File: src/rtl/rot_seq_pkg.sv
// Shared types for the rotate-pattern sequencer: FSM state encoding and
// requester/owner identifiers.
package rot_seq_pkg;

    typedef enum logic [1:0] {
        IDLE   = 2'd0,
        ROTATE = 2'd1,
        DONE   = 2'd2
    } state_e;

    localparam logic OWN_A = 1'b0;
    localparam logic OWN_B = 1'b1;

endpackage

File: src/rtl/rr_arb2.sv
// Two-input round-robin arbiter: a lone requester always wins, and on
// contention the requester that was not granted last wins.
module rr_arb2
    import rot_seq_pkg::*;
(
    input  logic req_a,
    input  logic req_b,
    input  logic last_grant,
    output logic valid,
    output logic winner
);

    always_comb begin
        valid  = req_a | req_b;
        winner = OWN_A;
        if (req_a && req_b) begin
            winner = (last_grant == OWN_A) ? OWN_B : OWN_A;
        end else if (req_b) begin
            winner = OWN_B;
        end
    end

endmodule

File: src/rtl/rot_seq_ctrl.sv
// Two-requester load/rotate sequencer: grants a requester, loads its pattern,
// rotates it toward the MSB a requested number of steps at a divided rate.
module rot_seq_ctrl
    import rot_seq_pkg::*;
#(
    parameter int WIDTH = 4,
    parameter int CNT_W = 4,
    parameter int DIV_W = 8
) (
    input  logic             clk,
    input  logic             rst,
    input  logic             req_a,
    input  logic [WIDTH-1:0] data_a,
    input  logic [CNT_W-1:0] steps_a,
    input  logic             req_b,
    input  logic [WIDTH-1:0] data_b,
    input  logic [CNT_W-1:0] steps_b,
    input  logic [DIV_W-1:0] div,
    input  logic             abort,
    output logic             gnt_a,
    output logic             gnt_b,
    output logic [WIDTH-1:0] pattern,
    output logic             owner,
    output logic             busy,
    output logic             done
);

    state_e             state_q;
    logic [WIDTH-1:0]   pattern_q;
    logic [CNT_W-1:0]   remaining_q;
    logic [DIV_W-1:0]   tick_q;
    logic [DIV_W-1:0]   div_q;
    logic               owner_q;
    logic               last_grant_q;
    logic               gnt_a_q;
    logic               gnt_b_q;
    logic               done_q;
    logic               busy_q;

    logic               arb_valid;
    logic               arb_winner;
    logic [WIDTH-1:0]   win_data;
    logic [CNT_W-1:0]   win_steps;
    logic [WIDTH-1:0]   pattern_rot;

    rr_arb2 u_arb (
        .req_a      (req_a),
        .req_b      (req_b),
        .last_grant (last_grant_q),
        .valid      (arb_valid),
        .winner     (arb_winner)
    );

    assign win_data    = (arb_winner == OWN_B) ? data_b  : data_a;
    assign win_steps   = (arb_winner == OWN_B) ? steps_b : steps_a;
    assign pattern_rot = {pattern_q[WIDTH-2:0], pattern_q[WIDTH-1]};

    // done/busy/gnt are registered alongside the state so they change on the
    // same edge as the state they describe.
    always_ff @(posedge clk or posedge rst) begin
        if (rst) begin
            state_q      <= IDLE;
            pattern_q    <= '0;
            remaining_q  <= '0;
            tick_q       <= '0;
            div_q        <= '0;
            owner_q      <= OWN_A;
            last_grant_q <= OWN_B;
            gnt_a_q      <= 1'b0;
            gnt_b_q      <= 1'b0;
            done_q       <= 1'b0;
            busy_q       <= 1'b0;
        end else begin
            gnt_a_q <= 1'b0;
            gnt_b_q <= 1'b0;
            done_q  <= 1'b0;
            case (state_q)
                IDLE: begin
                    if (arb_valid) begin
                        pattern_q    <= win_data;
                        remaining_q  <= win_steps;
                        tick_q       <= div;
                        div_q        <= div;
                        owner_q      <= arb_winner;
                        last_grant_q <= arb_winner;
                        gnt_a_q      <= (arb_winner == OWN_A);
                        gnt_b_q      <= (arb_winner == OWN_B);
                        busy_q       <= 1'b1;
                        if (win_steps != '0) begin
                            state_q <= ROTATE;
                        end else begin
                            state_q <= DONE;
                            done_q  <= 1'b1;
                        end
                    end
                end
                ROTATE: begin
                    // Abort takes priority over a rotation due on the same edge.
                    if (abort) begin
                        state_q <= DONE;
                        done_q  <= 1'b1;
                    end else if (tick_q != '0) begin
                        tick_q <= tick_q - DIV_W'(1);
                    end else begin
                        pattern_q   <= pattern_rot;
                        remaining_q <= remaining_q - CNT_W'(1);
                        tick_q      <= div_q;
                        if (remaining_q == CNT_W'(1)) begin
                            state_q <= DONE;
                            done_q  <= 1'b1;
                        end
                    end
                end
                DONE: begin
                    state_q <= IDLE;
                    busy_q  <= 1'b0;
                end
                default: begin
                    state_q <= IDLE;
                    busy_q  <= 1'b0;
                end
            endcase
        end
    end

    assign gnt_a   = gnt_a_q;
    assign gnt_b   = gnt_b_q;
    assign pattern = pattern_q;
    assign owner   = owner_q;
    assign busy    = busy_q;
    assign done    = done_q;

endmodule

File: config.mk
export PLATFORM = sky130hd
export DESIGN_NAME = rot_seq_ctrl
export DESIGN_NICKNAME = d
export VERILOG_FILES = /design/src/rtl/rot_seq_pkg.sv /design/src/rtl/rr_arb2.sv /design/src/rtl/rot_seq_ctrl.sv
export SDC_FILE = /design/constraint.sdc
export NUM_CORES = 1
export LEC_CHECK = 0
export BUFFER_PORTS_ARGS = -buffer_cell sky130_fd_sc_hd__buf_2
export CORE_UTILIZATION = 50
export DETAILED_ROUTE_END_ITERATION = 7
export GPL_TIMING_DRIVEN = 0
export PLACE_DENSITY = 0.74
export SLEW_MARGIN = 0
export SYNTH_ARGS = -nofsm -noshare
export SYNTH_HDL_FRONTEND = slang
export SYNTH_SLANG_ARGS = --single-unit
File: constraint.sdc
create_clock -name clk -period 5.59 [get_ports clk]
set_input_delay 0.2795 -clock clk [delete_from_list [all_inputs] [get_ports clk]]
set_output_delay 0.2795 -clock clk [all_outputs]
set_load 0.01 [all_outputs]
# [Word level (Yosys, flattened, before mapping)]
# Index checks and enable logic that the tools add are counted.
# Widths: inputs -> output; s select.
[op_classes] add_sub_neg=2 multipliers=0 div_mod_pow=0 n_lt_le_gt_ge=0 n_eq_ne=7 shifts=0 muxes=35 bitwise=3 reduce_logical=10
[op_table] operator="$mux 4" count=8
[op_table] operator="$mux 8" count=3
[op_table] operator="$pmux 4 s2" count=2
[op_table] operator="$pmux 8 s2" count=1
[op_table] operator="$mux 1" count=13
[op_table] operator="$mux 2" count=5
[op_table] operator="$reduce_bool 8->1" count=1
[op_table] operator="$sub 8x1->8 const B" count=1
[op_table] operator="$ne 2x2->1 const B" count=3
[op_table] operator="$ne 3x3->1 const B" count=2
[op_table] operator="$reduce_and 3->1" count=2
[op_table] operator="$eq 4x1->1 const B" count=1
[op_table] operator="$pmux 1 s2" count=2
[op_table] operator="$pmux 2 s2" count=1
[op_table] operator="$reduce_and 2->1" count=2
[op_table] operator="$reduce_and 4->1" count=1
[op_table] operator="$reduce_bool 4->1" count=1
[op_table] operator="$sub 4x1->4 const B" count=1
[op_table] operator="$eq 2x1->1 const B" count=1
[op_table] operator="$logic_not 2->1" count=1
[op_table] operator="$not 1->1" count=2
[op_table] operator="$reduce_bool 2->1" count=1
[op_table] operator="$logic_and 1x1->1" count=1
[op_table] operator="$or 1x1->1" count=1
[word_totals] ff_bits=32 latch_bits=0 ramBits=0 mem_bits_ro=0 inputBits=29 out_inout_bits=9 elab_cells=68 n_memories=0

# [Depth between registers and ports, before layout]
# Gate-level depths: netlist (run 1).
[logic_depth] word_depth=7 ltp_mapped=7

# [Modules after synthesis]
# From an unflattened synthesis (run 1), not the netlist that was laid out.
[hier_totals] cells_unflattened=197 area_unflattened_um2=1839.3
[modules_own_cells] module="rot_seq_ctrl" n_inst=1 cells_each=195 area_each_um2=1825.5 seq_area_each_um2=802.0
[modules_own_cells] module="rr_arb2" n_inst=1 cells_each=2 area_each_um2=13.8 seq_area_each_um2=0.0

# [Worst setup path before layout (run 1)]
# OpenSTA, ideal clock, no wires.
[synth_path] path_type="reg-to-reg" startpoint="register tick_q[1]" endpoint="register pattern_q[0], in the netlist pattern[0]" setup_ps=125 arrival_time_ps=1813 t_required_ps=5465 path_slack_ps=3653 path_stages_with_launch=7 path_buffers=0 synth_period_minus_slack_ps=1937 cell_sequence="dfrtp_1 inv_1 ha_1 nor3b_1 nand2_4 a21oi_4 mux2_2"
[synth_between] elab_chain_len=3
[synth_lines] element="start: declaration" line="rot_seq_ctrl.sv:31" source="logic [DIV_W-1:0] tick_q;"
[synth_lines] element="start signal: assignment" line="rot_seq_ctrl.sv:82" source="tick_q <= div;"
[synth_lines] element="start signal: assignment" line="rot_seq_ctrl.sv:103" source="tick_q <= tick_q - DIV_W'(1);"
[synth_lines] element="start signal: assignment" line="rot_seq_ctrl.sv:107" source="tick_q <= div_q;"
[synth_lines] element="$reduce_bool 8->1" line="rot_seq_ctrl.sv:102" source="end else if (tick_q != '0) begin"
[synth_lines] element="$ne 2x2->1 (no line)"
[synth_lines] element="$reduce_and 4->1 (no line)"
[synth_lines] element="end signal: assignment" line="rot_seq_ctrl.sv:80" source="pattern_q <= win_data;"
[synth_lines] element="end signal: assignment" line="rot_seq_ctrl.sv:105" source="pattern_q <= pattern_rot;"
[synth_lines] element="end: declaration" line="rot_seq_ctrl.sv:29" source="logic [WIDTH-1:0] pattern_q;"
# Every way passes these cells.
# A chain may end at the register's enable or synchronous reset.

# [Worst setup path in the final report (run 1)]
[layout_path] startpoint="register tick_q[1]" endpoint="register pattern_q[2], in the netlist pattern[2]"
# The elaborated chain is that of the path after synthesis.

==> results of run 1 <==
[final cells by class]
type / count / share of cell area, %
inverters: 8 / 1.34
repair buffers: 39 / 9.91
clock buffers: 8 / 4.45
flip-flops and latches: 32 / 35.7
well taps: 46 / 2.56
plain buffers: 12 / 2.78
multi-input cells: 148 / 43.3
[worst paths after layout]
path,slack [ns],cells after the start,to
max in group asynchronous,4.52,4,last_grant_q
worst min-delay path,0.20,3,div_q[4]
min in group asynchronous,0.53,3,tick_q[5]
worst min register to register,0.48,1,owner
worst max register to register,3.34,6,pattern[2]
worst max-delay path,3.34,6,pattern[2]
[synth_stat cells, types with 2 or more instances]
| library cell | instances |
|---|---|
| nand2b_1 | 3 |
| a22oi_1 | 3 |
| buf_2 | 8 |
| clkbuf_1 | 3 |
| a211o_1 | 3 |
| xnor2_1 | 3 |
| a21oi_1 | 10 |
| o21ai_0 | 14 |
| o21ai_1 | 2 |
| mux2_2 | 9 |
| mux2i_1 | 5 |
| o221ai_1 | 2 |
| o211ai_1 | 2 |
| dfrtp_1 | 31 |
| nand2_1 | 30 |
| ha_1 | 4 |
| nand3_1 | 4 |
| nor3_1 | 7 |
| inv_1 | 8 |
| a21boi_0 | 2 |
| nor3b_1 | 3 |
| nor2b_1 | 3 |
| nor2_1 | 12 |
| nor4_1 | 2 |
| a21o_1 | 2 |
| a31oi_1 | 4 |
[what timing repair did]
| item | in CTS | in global routing |
|---|---|---|
| endpoints found under the hold margin | 0 | 8 |
| hold buffers | 0 | 1 |
| buffers inserted | 0 | 0 |
[kinds of logic after synthesis]
| group | synth area share (%) |
|---|---|
| xor+xnor | 1.41 |
| simple gates | 18.8 |
| mux | 8.91 |
| buf+inv | 4.96 |
| compound gates | 20.4 |
| flops | 42.9 |
| fa+ha+maj | 2.68 |
[metal layers]
layer | track usage [%] | routed length [µm]
met1 | 30.0 | 1910
met2 | 38.3 | 2060
met3 | 5.43 | 197
met4 | 9.59 | 72
met5 | 0 | 0
[where the power goes]
part	switching, W	total, W	internal (W)	leakage, nW
clock network	0.0000870	0.000199	0.000112	0.0515
logic	0.000327	0.000586	0.000258	0.630
registers	0.0000953	0.000442	0.000347	0.383
total	0.000510	0.00123	0.000717	1.06
[state kept, by name, summed over array words and instances (netlist names)]
signal,count
busy,1
div_q,8
done,1
gnt_a,1
gnt_b,1
last_grant_q,1
owner,1
pattern,4
remaining_q,4
state_q,2
tick_q,8
[through the flow]
stage	hold WS (ns)	utilization, %	std cells
final	0.198	64.8	293
after global routing	0.205	64.8	293
after CTS	0.191	63.7	291
after detailed placement	0.470	60.9	283
after global placement	0.460	60.9	283
after floorplan	0.385	-	200
[tightest hold or removal path, stage by stage]
cell,delay (ns)
buf_2,0.09
nand2_1,0.04
nand2_1,0.04
==> impl_metrics.yaml, run 1 <==
run_status:
  status: "completed"
routing:
  drc: 0
  drt_wl_total_um: 4240
  wl_per_cell_um: 14.5
  avgViaCountPerCell: 5.66
  vias: 1659
  drt_iter0_drc: 99
  drtAntennaViolNets: 0
  drt_pre_antenna_iters: 4
worst_setup_path:
  path_cells: "inv_1, ha_1, nor3b_1, nand2_4, a21oi_4, mux2_2"
  slowest_stage: "nor3b_1"
  crit_fanout: 7
  required_ns: 5.76
  critPathBufInv: 1
  critical_path_class: "register to register"
  rr_startpoint: "tick_q[1]"
  cp-start-kind: "register"
  critPathCaptureType: "register"
  critical_path.startpoint: "tick_q[1]"
  cpLargestDelayFamily: "simple AND/OR/NAND/NOR gates"
  cp.arrival_ns: 2.42
  slowest_delay_ns: 0.53
logic_synthesis:
  ys_ff_latch: 32
  synth_enable_flop_cells: 0
  synthFlopType: "dfrtp_1"
  synthArstFlopShare_pct: 100
  synthDistinctLibCells: 47
  avgSynthCellArea_um2: 9.34
  ys_top_cells_by_area: "dfrtp_1, nand2_1, mux2_2, o21ai_0, a21oi_1"
  ys_seq_area_share_pct: 42.9
  synth_top_area_share_pct: 41.5
  syn_nets: 233
  synthCells: 200
  ys.warnings.count: 0
  synth_area_um2: 1870
  synth_area_leader_cell: "dfrtp_1"
timing:
  clock.fmax_ghz: 0.444
  rsz0062_at_grt: "false"
  fin_tns_setup_ns: 0
  slew_viol_final: 0
  clock-skew-final_ns: 0.00556
  tightest_slew_ns: 0.663
  finalSetupViolCount: 0
  timing.final.ws_setup_ns: 3.34
  period_needed_ns: 2.25
  slew_headroom_pct: 55.5
  finalCritPeriodShare_pct: 40.3
  hold_viol: 0
cells_and_area:
  layout_common_cells: "buf_2, dfrtp_1, nand2_1"
  fill_cells: 310
  nNetsFinal: 279
  syn_to_final_growth_pct: 20.4
  drive_gt1_share_pct: 29.1
  final_common_cell: "buf_2"
  final_area_um2: 2250
  antenna_cells: 0
  ff_latch_area_um2: 802
  multiInputGateArea_um2: 973
floorplan:
  io_pins: 38
  initial_utilization_pct: 53.9
  die_x_um: 63.1
  die_h_um: 63.1
  coreArea_um2: 3470
  rows: 21
  dieArea_um2: 3980
clock_network:
  cts_buffer_depth: 2
  cts_tree: "yes"
  cts_max_level: 2
  numCtsBuffers: 5
  cts.reportedPaths.clkPinSlew_ns: 0.07
  insertion_delay_ns: 0.29
  ctsResizeCount: 0
  cts_sinks: 32
  cts_root_buf: "clkbuf_8"
grt:
  grt_max_degree: 33
  antenna_found_initial: 0
  grt_pass1_wl_um: 7200
  grt-ovfl-total: 0
  grt_usage_pct: 23.6
  grt_pass1_vias: 1554
place:
  place_area_um2: 2110
  place_ws_ns: 3.35
  portBuffers: 37
  routabilityCongestion: 0.838
  dp_hpwl_um: 3090
pwr:
  pwr_density_cell_nw_per_um2: 546
  power_w: 0.00123
  ir_worst_vdd_v: 0.000309
  p_leak_nw: 1.06
hold_path:
  hp-class: "input port to register"
  worstHoldStart: "div[4]"
job:
  cap_violations: 0
Note: power is estimated with default switching activity, not from simulation.
==> run 2, diff against run 1 <==
--- a/config.mk
+++ b/config.mk
@@ -5,6 +5,7 @@
 export SDC_FILE = /design/constraint.sdc
 export NUM_CORES = 1
 export LEC_CHECK = 0
+export ABC_AREA = 1
 export BUFFER_PORTS_ARGS = -buffer_cell sky130_fd_sc_hd__buf_2
 export CORE_UTILIZATION = 50
 export DETAILED_ROUTE_END_ITERATION = 7
==> constraint.sdc (replaced) <==
create_clock -name clk -period 2.1 [get_ports clk]
set_input_delay 0.105 -clock clk [delete_from_list [all_inputs] [get_ports clk]]
set_output_delay 0.105 -clock clk [all_outputs]
set_load 0.01 [all_outputs]
==> run 2 against run 1 <==
Register-to-register slack worse by 2.8 ns. Combinational power grew to 2.7 times the previous value. Critical path depth up 2. Cell area decreased by 1.3%. Worst setup slack lost 2.8 ns. Critical endpoint is now tick_q[0]. Highest routed layer unchanged.
==> impl_metrics.yaml, run 2 <==
logic_synthesis:
  ys.warnings.count: 0
  ys_ff_latch: 32
  synthArstFlopShare_pct: 100
  synth_area_leader_cell: "dfrtp_1"
  ys_top_cells_by_area: "dfrtp_1, nand2_1, nor2_1, inv_1, a21oi_1"
  syn_nets: 292
  synth_enable_flop_cells: 0
  synth_area_um2: 1820
  synthCells: 259
  ys_top_cells_by_count: "nand2_1, dfrtp_1, nor2_1"
  synth_top_area_share_pct: 42.6
  avgSynthCellArea_um2: 7.02
  post-synth-top-count-cell: "nand2_1"
  synthDistinctLibCells: 21
  synthFlopType: "dfrtp_1"
  ys_seq_area_share_pct: 44.1
clock_network:
  cts_sinks: 32
  cts_root_buf: "clkbuf_4"
  numCtsBuffers: 5
  cts.reportedPaths.clkPinSlew_ns: 0.09
  cts_tree: "yes"
  cts_buffer_depth: 2
  ctsResizeCount: 0
  cts_max_level: 2
  insertion_delay_ns: 0.35
cells_and_area:
  layout_common_cells: "nand2_1, buf_2, dfrtp_1"
  drive_gt1_share_pct: 18.6
  final_common_cell: "nand2_1"
  final_util_pct: 64.9
  nNetsFinal: 343
  final_area_um2: 2220
  largestRegisters: "div_q (8), tick_q (8)"
  antenna_cells: 0
  syn_to_final_growth_pct: 21.9
place:
  portBuffers: 37
  routabilityCongestion: 0.824
  place_area_um2: 2060
  dp_hpwl_um: 2940
  place_ws_ns: 0.511
routing:
  vias: 1746
  drt_wl_total_um: 4090
  drt_pre_antenna_iters: 4
  drt_iter0_drc: 99
  drc: 0
  avgViaCountPerCell: 4.89
  drtAntennaViolNets: 0
  wl_per_cell_um: 11.4
hold_path:
  hold_end: "div_q[0]"
  hp-class: "input port to register"
  hold_depth: 3
  worstHoldStart: "div[0]"
grt:
  grt-ovfl-total: 0
  grt_pass1_wl_um: 7180
  grt_pass1_vias: 1681
  grt_max_degree: 33
  grt_usage_pct: 23.9
  antenna_found_initial: 0
floorplan:
  die_x_um: 62.3
  die_h_um: 62.3
  initial_utilization_pct: 53.3
  rows: 21
  io_pins: 38
  dieArea_um2: 3880
  coreArea_um2: 3420
worst_setup_path:
  cpLargestDelayFamily: "simple AND/OR/NAND/NOR gates"
  rr_startpoint: "tick_q[0]"
  cp-start-kind: "register"
  critical_path_class: "register to register"
  slowest_delay_ns: 0.39
  path_cells: "inv_1, ha_1, nand3_1, nor2_2, nand2_1, nand3_1, nand2_1, o21ai_1"
  critPathBufInv: 1
  required_ns: 2.37
  rr_endpoint: "tick_q[0]"
  crit_fanout: 8
  slowest_stage: "dfrtp_1"
  ff2ff_path_depth: 8
  regToRegSetupSlack_ns: 0.52
  cp.arrival_ns: 1.85
  critPathCaptureType: "register"
pwr:
  pwr_density_cell_nw_per_um2: 1410
  ir_worst_vdd_v: 0.000693
  p_leak_nw: 1.22
job:
  cap_violations: 0
timing:
  tightest_slew_ns: 0.637
  finalSetupViolCount: 0
  rsz0062_at_grt: "false"
  finalCritPeriodShare_pct: 75.1
  slew_headroom_pct: 57.4
  clock-skew-final_ns: 0.0124
  timing.final.ws_setup_ns: 0.523
  clock.fmax_ghz: 0.634
  period_needed_ns: 1.58
  fin_tns_setup_ns: 0
  hold_viol: 0
  hold-worst-slack_ns: 0.0331
  slew_viol_final: 0
run_status:
  status: "completed"
-- run 2: cell families after synthesis --
| group | share of synthesized area (%) |
|---|---|
| AND/OR/NAND/NOR | 31.6 |
| AO/OA/AOI/OAI | 13.5 |
| buffers and inverters | 7.08 |
| flip-flops | 44.1 |
| adder cells (fa/ha/maj) | 2.75 |
| XOR/XNOR | 0.963 |
-- run 2: area by class of cell --
cell class              count  area [µm²]
well taps                  46        57.6
flip-flops and latches     32         802
plain buffers               3        11.3
clock buffers               8        68.8
repair buffers             44         273
fillers                   322        1200
inverters                  31         118
multi-input cells         193         888
-- run 2: how the worst max path moves through the flow --
stage | depth (start not counted) | slack (ns) | to | start
2_1_floorplan | 10 | 0.71 | remaining_q[1] | tick_q[0]
3_3_place_gp | 10 | 0.54 | remaining_q[1] | tick_q[0]
3_5_place_dp | 4 | 0.51 | div_q[6] | state_q[0]
4_1_cts | 4 | 0.50 | div_q[6] | state_q[0]
5_1_grt | 5 | 0.27 | div_q[4] | state_q[0]
6_report | 8 | 0.52 | tick_q[0] | tick_q[0]
-- run 2: stage by stage --
step	total power [W]	std cells
2_1_floorplan	0.00228	259
3_3_place_gp	0.00266	342
3_5_place_dp	0.00271	342
4_1_cts	0.00313	355
5_1_grt	0.00347	357
6_report	0.00312	357
-- run 2: worst register-to-register path: cells and delay by family (launching register included) --
kind / cells / cell delay, ns
buf+inv: 1 / 0.16
flops: 1 / 0.39
compound gates: 1 / 0.07
fa+ha+maj: 1 / 0.18
simple gates: 5 / 0.73
-- run 2: metal layers --
metal / routed length [µm] / track usage (%)
met5: 0 / 0
met4: 65 / 9.01
met3: 194 / 5.70
met2: 1950 / 41.8
met1: 1870 / 28.2
-- run 2: power breakdown --
part           switching (W)  internal (W)  leakage (nW)
clock               0.000214      0.000197        0.0386
sequential          0.000188      0.000919         0.387
combinational        0.00104      0.000569         0.797
-- run 2: what timing repair did --
action                                 CTS  global route
endpoints found under the hold margin    5            13
setup buffers                            0             0
hold buffers                             5             1
